`config.mk`:
```
export PLATFORM = sky130hd
export DESIGN_NAME = dm_interface
export DESIGN_NICKNAME = d
export VERILOG_FILES = /design/src/rtl/dm_interface_pkg.sv /design/src/rtl/dm_interface_align.sv /design/src/rtl/dm_interface.sv
export SDC_FILE = /design/constraint.sdc
export NUM_CORES = 1
export LEC_CHECK = 0
export BUFFER_PORTS_ARGS = -buffer_cell sky130_fd_sc_hd__buf_2
export CELL_PAD_IN_SITES_DETAIL_PLACEMENT = 1
export CELL_PAD_IN_SITES_GLOBAL_PLACEMENT = 1
export CORE_UTILIZATION = 31
export CTS_CLUSTER_SIZE = 8
export DETAILED_ROUTE_END_ITERATION = 8
export PLACE_DENSITY = 0.66
export RECOVER_POWER = 50
export SLEW_MARGIN = 30
export SYNTH_ARGS = -nofsm -noshare
export SYNTH_HDL_FRONTEND = slang
export SYNTH_SLANG_ARGS = --single-unit
```
`constraint.sdc`:
```
create_clock -name i_clk -period 2.4 [get_ports i_clk]
set_input_delay 0.24 -clock i_clk [delete_from_list [all_inputs] [get_ports i_clk]]
set_output_delay 0.24 -clock i_clk [all_outputs]
set_load 0.03 [all_outputs]
```
`src/rtl/dm_interface_pkg.sv`:
```
// dm_interface_pkg: shared types and constants for the data-memory bridge.
//   WORD_SIZE   - data/address width (byte lanes assume 32 bits)
//   F3_*        - funct3 access size/sign codes
//   dm_state_e  - bridge FSM state encoding
//   dm_bus_req_t- registered bus request payload
package dm_interface_pkg;

    localparam int unsigned WORD_SIZE = 32;
    localparam int unsigned BE_W      = WORD_SIZE / 8;

    localparam logic [2:0] F3_LB  = 3'b000;
    localparam logic [2:0] F3_LH  = 3'b001;
    localparam logic [2:0] F3_LW  = 3'b010;
    localparam logic [2:0] F3_LBU = 3'b100;
    localparam logic [2:0] F3_LHU = 3'b101;

    typedef enum logic [1:0] {
        ST_IDLE   = 2'd0,
        ST_REQ    = 2'd1,
        ST_WAIT_R = 2'd2,
        ST_DONE   = 2'd3
    } dm_state_e;

    typedef enum logic [1:0] {
        SZ_BYTE = 2'd0,
        SZ_HALF = 2'd1,
        SZ_WORD = 2'd2
    } dm_size_e;

    typedef struct packed {
        logic                 we;
        logic [WORD_SIZE-1:0] addr;
        logic [WORD_SIZE-1:0] wdata;
        logic [BE_W-1:0]      be;
    } dm_bus_req_t;

    // Unlisted encodings (011, 110, 111) fall through to word size.
    function automatic dm_size_e f3_size(input logic [2:0] f3);
        case (f3[1:0])
            2'b00:   return SZ_BYTE;
            2'b01:   return SZ_HALF;
            default: return SZ_WORD;
        endcase
    endfunction

    function automatic logic is_misaligned(input logic [2:0] f3, input logic [1:0] addr_lo);
        case (f3_size(f3))
            SZ_BYTE: return 1'b0;
            SZ_HALF: return addr_lo[0];
            default: return (addr_lo != 2'b00);
        endcase
    endfunction

endpackage

```
`src/rtl/dm_interface_align.sv`:
```
// dm_interface_align: combinational byte-lane steering.
//   addr_lo     in  byte offset within the word
//   funct3      in  access size/sign code
//   wd          in  store data from the core
//   rdata       in  raw bus read data
//   be_c        out byte enables for the access
//   wdata_c     out lane-replicated store data
//   rdata_ext_c out selected and sign/zero-extended load data
module dm_interface_align
    import dm_interface_pkg::*;
(
    input  logic [1:0]           addr_lo,
    input  logic [2:0]           funct3,
    input  logic [WORD_SIZE-1:0] wd,
    input  logic [WORD_SIZE-1:0] rdata,
    output logic [BE_W-1:0]      be_c,
    output logic [WORD_SIZE-1:0] wdata_c,
    output logic [WORD_SIZE-1:0] rdata_ext_c
);

    logic [7:0]  byte_sel;
    logic [15:0] half_sel;

    assign byte_sel = rdata[{addr_lo, 3'b000} +: 8];
    assign half_sel = addr_lo[1] ? rdata[31:16] : rdata[15:0];

    // funct3[2] marks the unsigned load variants.
    always_comb begin
        be_c        = '1;
        wdata_c     = wd;
        rdata_ext_c = rdata;
        case (f3_size(funct3))
            SZ_BYTE: begin
                be_c        = BE_W'(1) << addr_lo;
                wdata_c     = {4{wd[7:0]}};
                rdata_ext_c = funct3[2] ? {{(WORD_SIZE-8){1'b0}}, byte_sel}
                                        : {{(WORD_SIZE-8){byte_sel[7]}}, byte_sel};
            end
            SZ_HALF: begin
                be_c        = addr_lo[1] ? 4'b1100 : 4'b0011;
                wdata_c     = {2{wd[15:0]}};
                rdata_ext_c = funct3[2] ? {{(WORD_SIZE-16){1'b0}}, half_sel}
                                        : {{(WORD_SIZE-16){half_sel[15]}}, half_sel};
            end
            default: begin
                be_c        = '1;
                wdata_c     = wd;
                rdata_ext_c = rdata;
            end
        endcase
    end

endmodule

```
`src/rtl/dm_interface.sv`:
```
// dm_interface: bridges the core's combinational load/store port onto a
// req/gnt/rvalid word bus, stalling the core until the access completes.
//   i_clk, i_rstn          clock, async active-low reset
//   i_addr, i_wd           byte address and store data from the core
//   i_wen, i_ren, i_funct3 access request and size/sign
//   o_rd                   extended load data (registered)
//   o_stall                combinational core stall
//   o_misaligned, o_bus_err one-cycle error pulses
//   o_bus_*                registered bus request
//   i_bus_gnt, i_bus_rvalid, i_bus_rdata  bus responses
module dm_interface
    import dm_interface_pkg::*;
#(
    parameter int unsigned TIMEOUT = 16
) (
    input  logic                 i_clk,
    input  logic                 i_rstn,
    input  logic [WORD_SIZE-1:0] i_addr,
    input  logic [WORD_SIZE-1:0] i_wd,
    input  logic                 i_wen,
    input  logic                 i_ren,
    input  logic [2:0]           i_funct3,
    output logic [WORD_SIZE-1:0] o_rd,
    output logic                 o_stall,
    output logic                 o_misaligned,
    output logic                 o_bus_err,
    output logic                 o_bus_req,
    output logic                 o_bus_we,
    output logic [WORD_SIZE-1:0] o_bus_addr,
    output logic [WORD_SIZE-1:0] o_bus_wdata,
    output logic [BE_W-1:0]      o_bus_be,
    input  logic                 i_bus_gnt,
    input  logic                 i_bus_rvalid,
    input  logic [WORD_SIZE-1:0] i_bus_rdata
);

    localparam int unsigned CNT_W = $clog2(TIMEOUT + 1);

    dm_state_e            state;
    logic [CNT_W-1:0]     cnt;
    logic [CNT_W:0]       cnt_inc;
    logic                 timeout_hit;
    dm_bus_req_t          bus_q;
    logic                 req_any;
    logic [BE_W-1:0]      al_be;
    logic [WORD_SIZE-1:0] al_wdata;
    logic [WORD_SIZE-1:0] al_rd;

    // The core holds its request stable while stalled, so lane selection
    // for the returning load data can use the live address/funct3.
    dm_interface_align u_align (
        .addr_lo     (i_addr[1:0]),
        .funct3      (i_funct3),
        .wd          (i_wd),
        .rdata       (i_bus_rdata),
        .be_c        (al_be),
        .wdata_c     (al_wdata),
        .rdata_ext_c (al_rd)
    );

    assign req_any = i_ren | i_wen;
    assign o_stall = req_any && (state != ST_DONE);

    // Abort once the count is about to reach TIMEOUT-1 without completion.
    assign cnt_inc     = {1'b0, cnt} + (CNT_W+1)'(1);
    assign timeout_hit = (cnt_inc >= (CNT_W+1)'(TIMEOUT - 1));

    assign o_bus_we    = bus_q.we;
    assign o_bus_addr  = bus_q.addr;
    assign o_bus_wdata = bus_q.wdata;
    assign o_bus_be    = bus_q.be;

    // Bridge FSM with timeout counter and registered outputs.
    always_ff @(posedge i_clk or negedge i_rstn) begin
        if (!i_rstn) begin
            state        <= ST_IDLE;
            cnt          <= '0;
            bus_q        <= '0;
            o_rd         <= '0;
            o_misaligned <= 1'b0;
            o_bus_err    <= 1'b0;
            o_bus_req    <= 1'b0;
        end else begin
            o_misaligned <= 1'b0;
            o_bus_err    <= 1'b0;
            case (state)
                ST_IDLE: begin
                    cnt <= '0;
                    if (req_any) begin
                        if (is_misaligned(i_funct3, i_addr[1:0])) begin
                            o_misaligned <= 1'b1;
                            if (!i_wen) begin
                                o_rd <= '0;
                            end
                            state <= ST_DONE;
                        end else begin
                            o_bus_req   <= 1'b1;
                            bus_q.we    <= i_wen;
                            bus_q.addr  <= {i_addr[WORD_SIZE-1:2], 2'b00};
                            bus_q.wdata <= al_wdata;
                            bus_q.be    <= al_be;
                            state       <= ST_REQ;
                        end
                    end
                end
                ST_REQ: begin
                    cnt <= cnt_inc[CNT_W-1:0];
                    if (i_bus_gnt) begin
                        o_bus_req <= 1'b0;
                        state     <= bus_q.we ? ST_DONE : ST_WAIT_R;
                    end else if (timeout_hit) begin
                        o_bus_req <= 1'b0;
                        o_bus_err <= 1'b1;
                        if (!bus_q.we) begin
                            o_rd <= '0;
                        end
                        state <= ST_DONE;
                    end
                end
                ST_WAIT_R: begin
                    cnt <= cnt_inc[CNT_W-1:0];
                    if (i_bus_rvalid) begin
                        o_rd  <= al_rd;
                        state <= ST_DONE;
                    end else if (timeout_hit) begin
                        o_bus_err <= 1'b1;
                        o_rd      <= '0;
                        state     <= ST_DONE;
                    end
                end
                ST_DONE: begin
                    state <= ST_IDLE;
                end
                default: begin
                    state <= ST_IDLE;
                end
            endcase
        end
    end

endmodule

```
* Yosys cells after proc, flatten, opt, wreduce, memory -nomap -nowiden
Cells that the tools add are included.
** Word-level totals
- RAM bits :: 0
- Input bits :: 105
- Memories kept :: 0
- Bits in latches :: 0
- Memory bits (read-only) :: 0
- Word-level logic and storage cells :: 87
- Bits in registers :: 109
- Output and inout port bits :: 105
** Operators by class
- Multiplexer cells :: 42
- Reductions and logical operators :: 13
- Bitwise gates (word level) :: 2
- Div/mod/pow operators :: 0
- Shifts and indexed selects :: 2
- Eq/ne operators :: 16
- Multipliers :: 0
- Add/sub/neg operators :: 1
- Order comparisons :: 1
** Operators by type and width (number)
- $mux W32 :: 10
- $pmux W32 S2 :: 2
- $pmux W32 S3 :: 1
- $shiftx A32 B6 Y8 :: 1
- $mux W16 :: 1
- $ne A2 B2 Y1 const B :: 8
- $mux W2 :: 7
- $mux W1 :: 13
- $pmux W5 S2 :: 1
- $eq A2 B1 Y1 const B :: 4
- $logic_not A2 Y1 :: 4
- $pmux W2 S4 :: 1
- $pmux W4 S2 :: 1
- $reduce_and A8 Y1 :: 1
- $add A5 B1 Y6 const B :: 1
- $ge A6 B4 Y1 const B :: 1
- $ne A3 B3 Y1 const B :: 2
- $pmux W1 S2 :: 3
- $reduce_bool A2 Y1 :: 3
- $eq A2 B2 Y1 const B :: 2
- $mux W4 :: 1
- $pmux W2 S2 :: 1
- $reduce_and A4 Y1 :: 1
- $shl A1 B2 Y4 const A :: 1
- 6 further kinds :: 6

* Logic depth before layout (Yosys ltp)
- Word-level depth :: 11
- Mapped depth :: 9
- Mapped depth without buffers :: 7

* Hierarchy
A second synthesis with hierarchy kept.
** Second synthesis, totals
- Cell total of the unflattened synthesis :: 543
- Area total of the unflattened synthesis :: 5810.6 um^2
** Modules (own cells, without submodules)
- dm_interface :: times used 1, area each 4549.4 um^2, cells an instance 372
- dm_interface_align :: times used 1, area each 1261.2 um^2, cells an instance 171

* Worst setup path after synthesis
OpenSTA, ideal clock, no wires.
- Path kind :: register to register
- From :: register cnt[0]
- To :: register o_rd[0]
- Cell stages (with the launch flop) :: 8
- Slack :: 0.227 ns
- Arrival time :: 2.048 ns
- Required time :: 2.275 ns
- Cell sequence :: dfrtp_1 -> ha_1 -> nand3_1 -> mux2i_1 -> o311a_4 -> a2111oi_4 -> buf_6 -> mux2_4
** On the way
- Longest elaborated chain between the ends :: 4
- Elaborated cells on any way between the ends :: 5
- Classes of those cells :: 1 x add/sub; 1 x order compare; 2 x eq/ne; 1 x reduce/logical
** RTL lines
- start, declared :: RTL line dm_interface.sv:40 : logic [CNT_W-1:0] cnt;
- start signal, assigned :: RTL line dm_interface.sv:107 : cnt <= cnt_inc[CNT_W-1:0];
- start signal, assigned :: RTL line dm_interface.sv:121 : cnt <= cnt_inc[CNT_W-1:0];
- $add A5 B1 Y6 * :: RTL line dm_interface.sv:65 : assign cnt_inc = {1'b0, cnt} + (CNT_W+1)'(1);
- $ge A6 B4 Y1 * :: RTL line dm_interface.sv:66 : assign timeout_hit = (cnt_inc >= (CNT_W+1)'(TIMEOUT - 1));
- $ne A3 B3 Y1 (no source line) / $ne A2 B2 Y1 (equally long branches)
- $reduce_and A8 Y1 (no source line) *
- end signal, assigned :: RTL line dm_interface.sv:123 : o_rd <= al_rd;
- end, declared :: RTL line dm_interface.sv:23 : output logic [WORD_SIZE-1:0] o_rd,
Every way passes the cells marked *; elsewhere a longest branch is shown, timed or not.
A chain may end at the register's enable or synchronous reset.

* Worst setup path in the final report
- From :: register cnt[1]
- To :: register o_rd[15]
The elaborated chain is that of the path after synthesis.

==> results.json <==
{
  "status": "finished clean",
  "cp_slowest_cell": "dfrtp_1",
  "hpwl_mm": 12.6,
  "avgSynthCellArea_um2": 11.3,
  "wl_per_cell_um": 18.3,
  "hp-class": "in -> reg",
  "drt_wl_total_mm": 16.9,
  "worstPathArrival_ns": 2.54,
  "r2r_setup_slack_ns": 0.09,
  "met1_length_mm": 6.89,
  "crit_chain": "buf_4, ha_1, nand2_1, o311a_4, a2111oi_4, buf_6, buf_16, mux2_4",
  "worstSetupEndpointType": "flip-flop",
  "syn2layout_area_growth_pct": 28.4,
  "htreeDepth": 3,
  "synth_seq_cells": 109,
  "drt_first_pass_iters": 4,
  "path_depth": 8,
  "p_leak_nw": 3.36,
  "cp_top_family": "compound AO/OA/AOI/OAI gates",
  "worstSetupEndpoint": "o_rd[15]",
  "maxSlewHeadroom_pct": 22.8,
  "rsz0062_at_grt": "false",
  "cts_buffers": 9,
  "cp_num_buf_inv": 3,
  "ys_warn_count": 0,
  "start_util_pct": 31.8,
  "clockBufferDepth": 2,
  "fin_crit_sh_pct": 96.2,
  "clk_latency_ns": 0.35,
  "drc": 0,
  "crit_path_start": "cnt[1]",
  "crit-reg2reg-capture": "o_rd[15]",
  "place_area_um2": 6820,
  "critPathMaxStageDelay_ns": 0.43,
  "hold_violations": 0,
  "async_reset_ff_share_pct": 100,
  "critPathKind": "reg -> reg",
  "num-fill-cells": 2032,
  "syn_area_um2": 5520,
  "worst_hold_slack_ns": 0.118,
  "clock-sinks": 109,
  "power.density_nw_per_um2": 1350,
  "timing.final.max_slew_violations": 0,
  "synth-main-ff-cell": "dfrtp_1",
  "stdcell_area_um2": 7090,
  "start_kind": "flip-flop",
  "cts_tree": "built",
  "die_h_um": 135,
  "cp.required_ns": 2.63,
  "dieArea_um2": 18300,
  "num_vias": 4595,
  "path_max_fanout": 16,
  "tightest_slew_ns": 1.16,
  "diodes": 0,
  "root_buffer": "clkbuf_16",
  "clkTransAtPathRegs_ns": 0.08,
  "netlist_instances": 489,
  "fmax_ghz": 0.433,
  "grt_overflow": 0,
  "final_cells": 922,
  "fin_skew_ns": 0.00927,
  "top_layer": "met4",
  "grt_usage_pct": 18.8,
  "antenna_left": 0,
  "grt_first_pass_wirelength_mm": 26.5,
  "ir_drop_mv": 0.713,
  "yosysUniqueCellTypes": 50,
  "place_inst": 898,
  "port_buffers": 207,
  "avgViaCountPerCell": 4.98,
  "num_rows": 48,
  "gp_congestion": 0.866,
  "grt_pass1_vias": 4989,
  "dr_wl_met2_mm": 8.43,
  "drt_first_iter_violations": 146,
  "finalCriticalPeriod_ns": 2.31,
  "synth-seq-area-share_pct": 49.4,
  "reg2reg_depth": 8,
  "cap_viol_max_count": 0,
  "pin_count": 210,
  "antenna_found_initial": 1,
  "core-area_um2": 17400,
  "synth_edf_count": 0,
  "num-nets-final": 804,
  "setup_viol": 0,
  "hp-start": "i_addr[5]",
  "r2r-start": "cnt[1]",
  "chipWidth_um": 135,
  "grt_start_max_net_pins": 49,
  "drive_gt1_share_pct": 33.3,
  "p_total_w": 0.00960,
  "dr_wl_met3_mm": 1.34
}
-- metrics by stage --
step | setup TNS (ns) | utilization, % | setup WS, ns
floorplan | 0 | - | 0.227
global placement | 0 | 39.3 | 0.109
detailed placement | -0.00224 | 39.3 | -0.00224
CTS | 0 | 41.4 | 0.0601
global route | 0 | 40.9 | 0.00433
finish | 0 | 40.9 | 0.0916
-- per-layer routing --
metal	global-route usage, %	up-vias
met5	0	-
met4	6.43	0
met3	6.85	14
met2	31.6	162
met1	22.0	2286
li1	-	2133
-- cells in the final DEF, fill, tap and decap left out, types with 2 or more instances in the layout --
cell	synthesis	final
buf_4	2	12
nand3_1	3	3
a31oi_1	3	3
inv_6	0	2
and2_1	2	2
nor2b_1	3	3
mux2_2	48	48
clkinvlp_4	0	2
mux2_4	30	30
or3_1	2	2
clkbuf_16	0	10
conb_1	1	2
mux2i_1	26	26
ha_1	7	6
nor2_1	22	22
clkbuf_1	17	98
a22oi_1	7	7
a22o_1	9	9
nand2_1	40	39
or2_2	2	2
clkbuf_8	0	2
a222oi_1	7	7
inv_1	29	29
dfrtp_1	109	108
a221oi_1	3	3
o21ai_0	34	34
buf_2	8	108
a21oi_1	39	39
buf_12	0	3
nor3_1	4	4
-- registers in the layout, indices dropped and copies added, names as in the netlist --
name	flops
cnt	5
o_bus_addr	30
o_bus_be	4
o_bus_err	1
o_bus_req	1
o_bus_wdata	32
o_bus_we	1
o_misaligned	1
o_rd	32
state	2
-- timing repair --
item / in CTS / in global routing
resized for setup: 3 / 2
endpoints found under the setup margin: 2 / 26
hold endpoints to repair: 46 / 0
cloned: 1 / 1
hold buffers: 1 / 0
pin swaps: 1 / 0
buffers inserted: 5 / 0
-- Yosys cell counts (all sizes together) (4+ instances only) --
master / instances / share of area, %
clkbuf: 17 / 1.2
o21ai: 34 / 3.1
ha: 7 / 1.6
dfrtp: 109 / 49
a22o: 9 / 1.4
a222oi: 7 / 1.3
inv: 29 / 2.0
a21oi: 39 / 3.5
mux2i: 26 / 4.7
nor3: 4 / 0.36
a22oi: 7 / 0.95
buf: 19 / 2.0
nor2: 22 / 1.5
nand2: 40 / 2.7
mux2: 78 / 18
-- power breakdown --
| part | leakage (nW) | internal [W] | switching (W) | total (W) |
|---|---|---|---|---|
| Sequential | 1.38 | 0.00267 | 0.000517 | 0.00319 |
| Combinational | 1.85 | 0.00173 | 0.00320 | 0.00493 |
| Clock | 0.139 | 0.000772 | 0.000710 | 0.00148 |
-- cell families (layout without fill, tap and decap cells) --
family | count (synthesis) | count (layout) | share of synthesized area [%]
compound gates | 116 | 116 | 13.8
xor+xnor | 1 | 1 | 0.159
fa+ha+maj | 7 | 7 | 1.59
buf+inv | 65 | 272 | 5.14
flops | 109 | 109 | 49.4
mux | 105 | 105 | 23.1
other cells | 1 | 2 | 0.0679
simple gates | 85 | 85 | 6.80
-- final cells by class --
cell class	instances	area (um2)	area share [%]
Tap cell	225	282	3.97
Inverter	29	109	1.53
Multi-Input combinational cell	316	2530	35.7
Clock buffer	11	253	3.56
Clock inverter	5	41.3	0.582
Sequential cell	109	2730	38.5
Timing Repair Buffer	227	1140	16.1
-- worst min-delay path by stage --
stage                endpoint  slack, ns  cells after the start
4_1_cts         o_bus_addr[5]        0.1                      2
5_1_grt        o_bus_addr[29]       0.10                      2
2_1_floorplan          cnt[0]      -0.06                      0
6_report        o_bus_addr[5]       0.12                      2
3_5_place_dp   o_bus_addr[25]       0.30                      1
3_3_place_gp   o_bus_addr[14]       0.29                      1
-- worst register-to-register path: stages, from the launching register on --
cell and delay, ns:
dfrtp_1 0.43, buf_4 0.14, ha_1 0.16, nand2_1 0.08
o311a_4 0.33, a2111oi_4 0.36, buf_6 0.20, buf_16 0.19
mux2_4 0.31
Power figures use the tool's default switching activity.
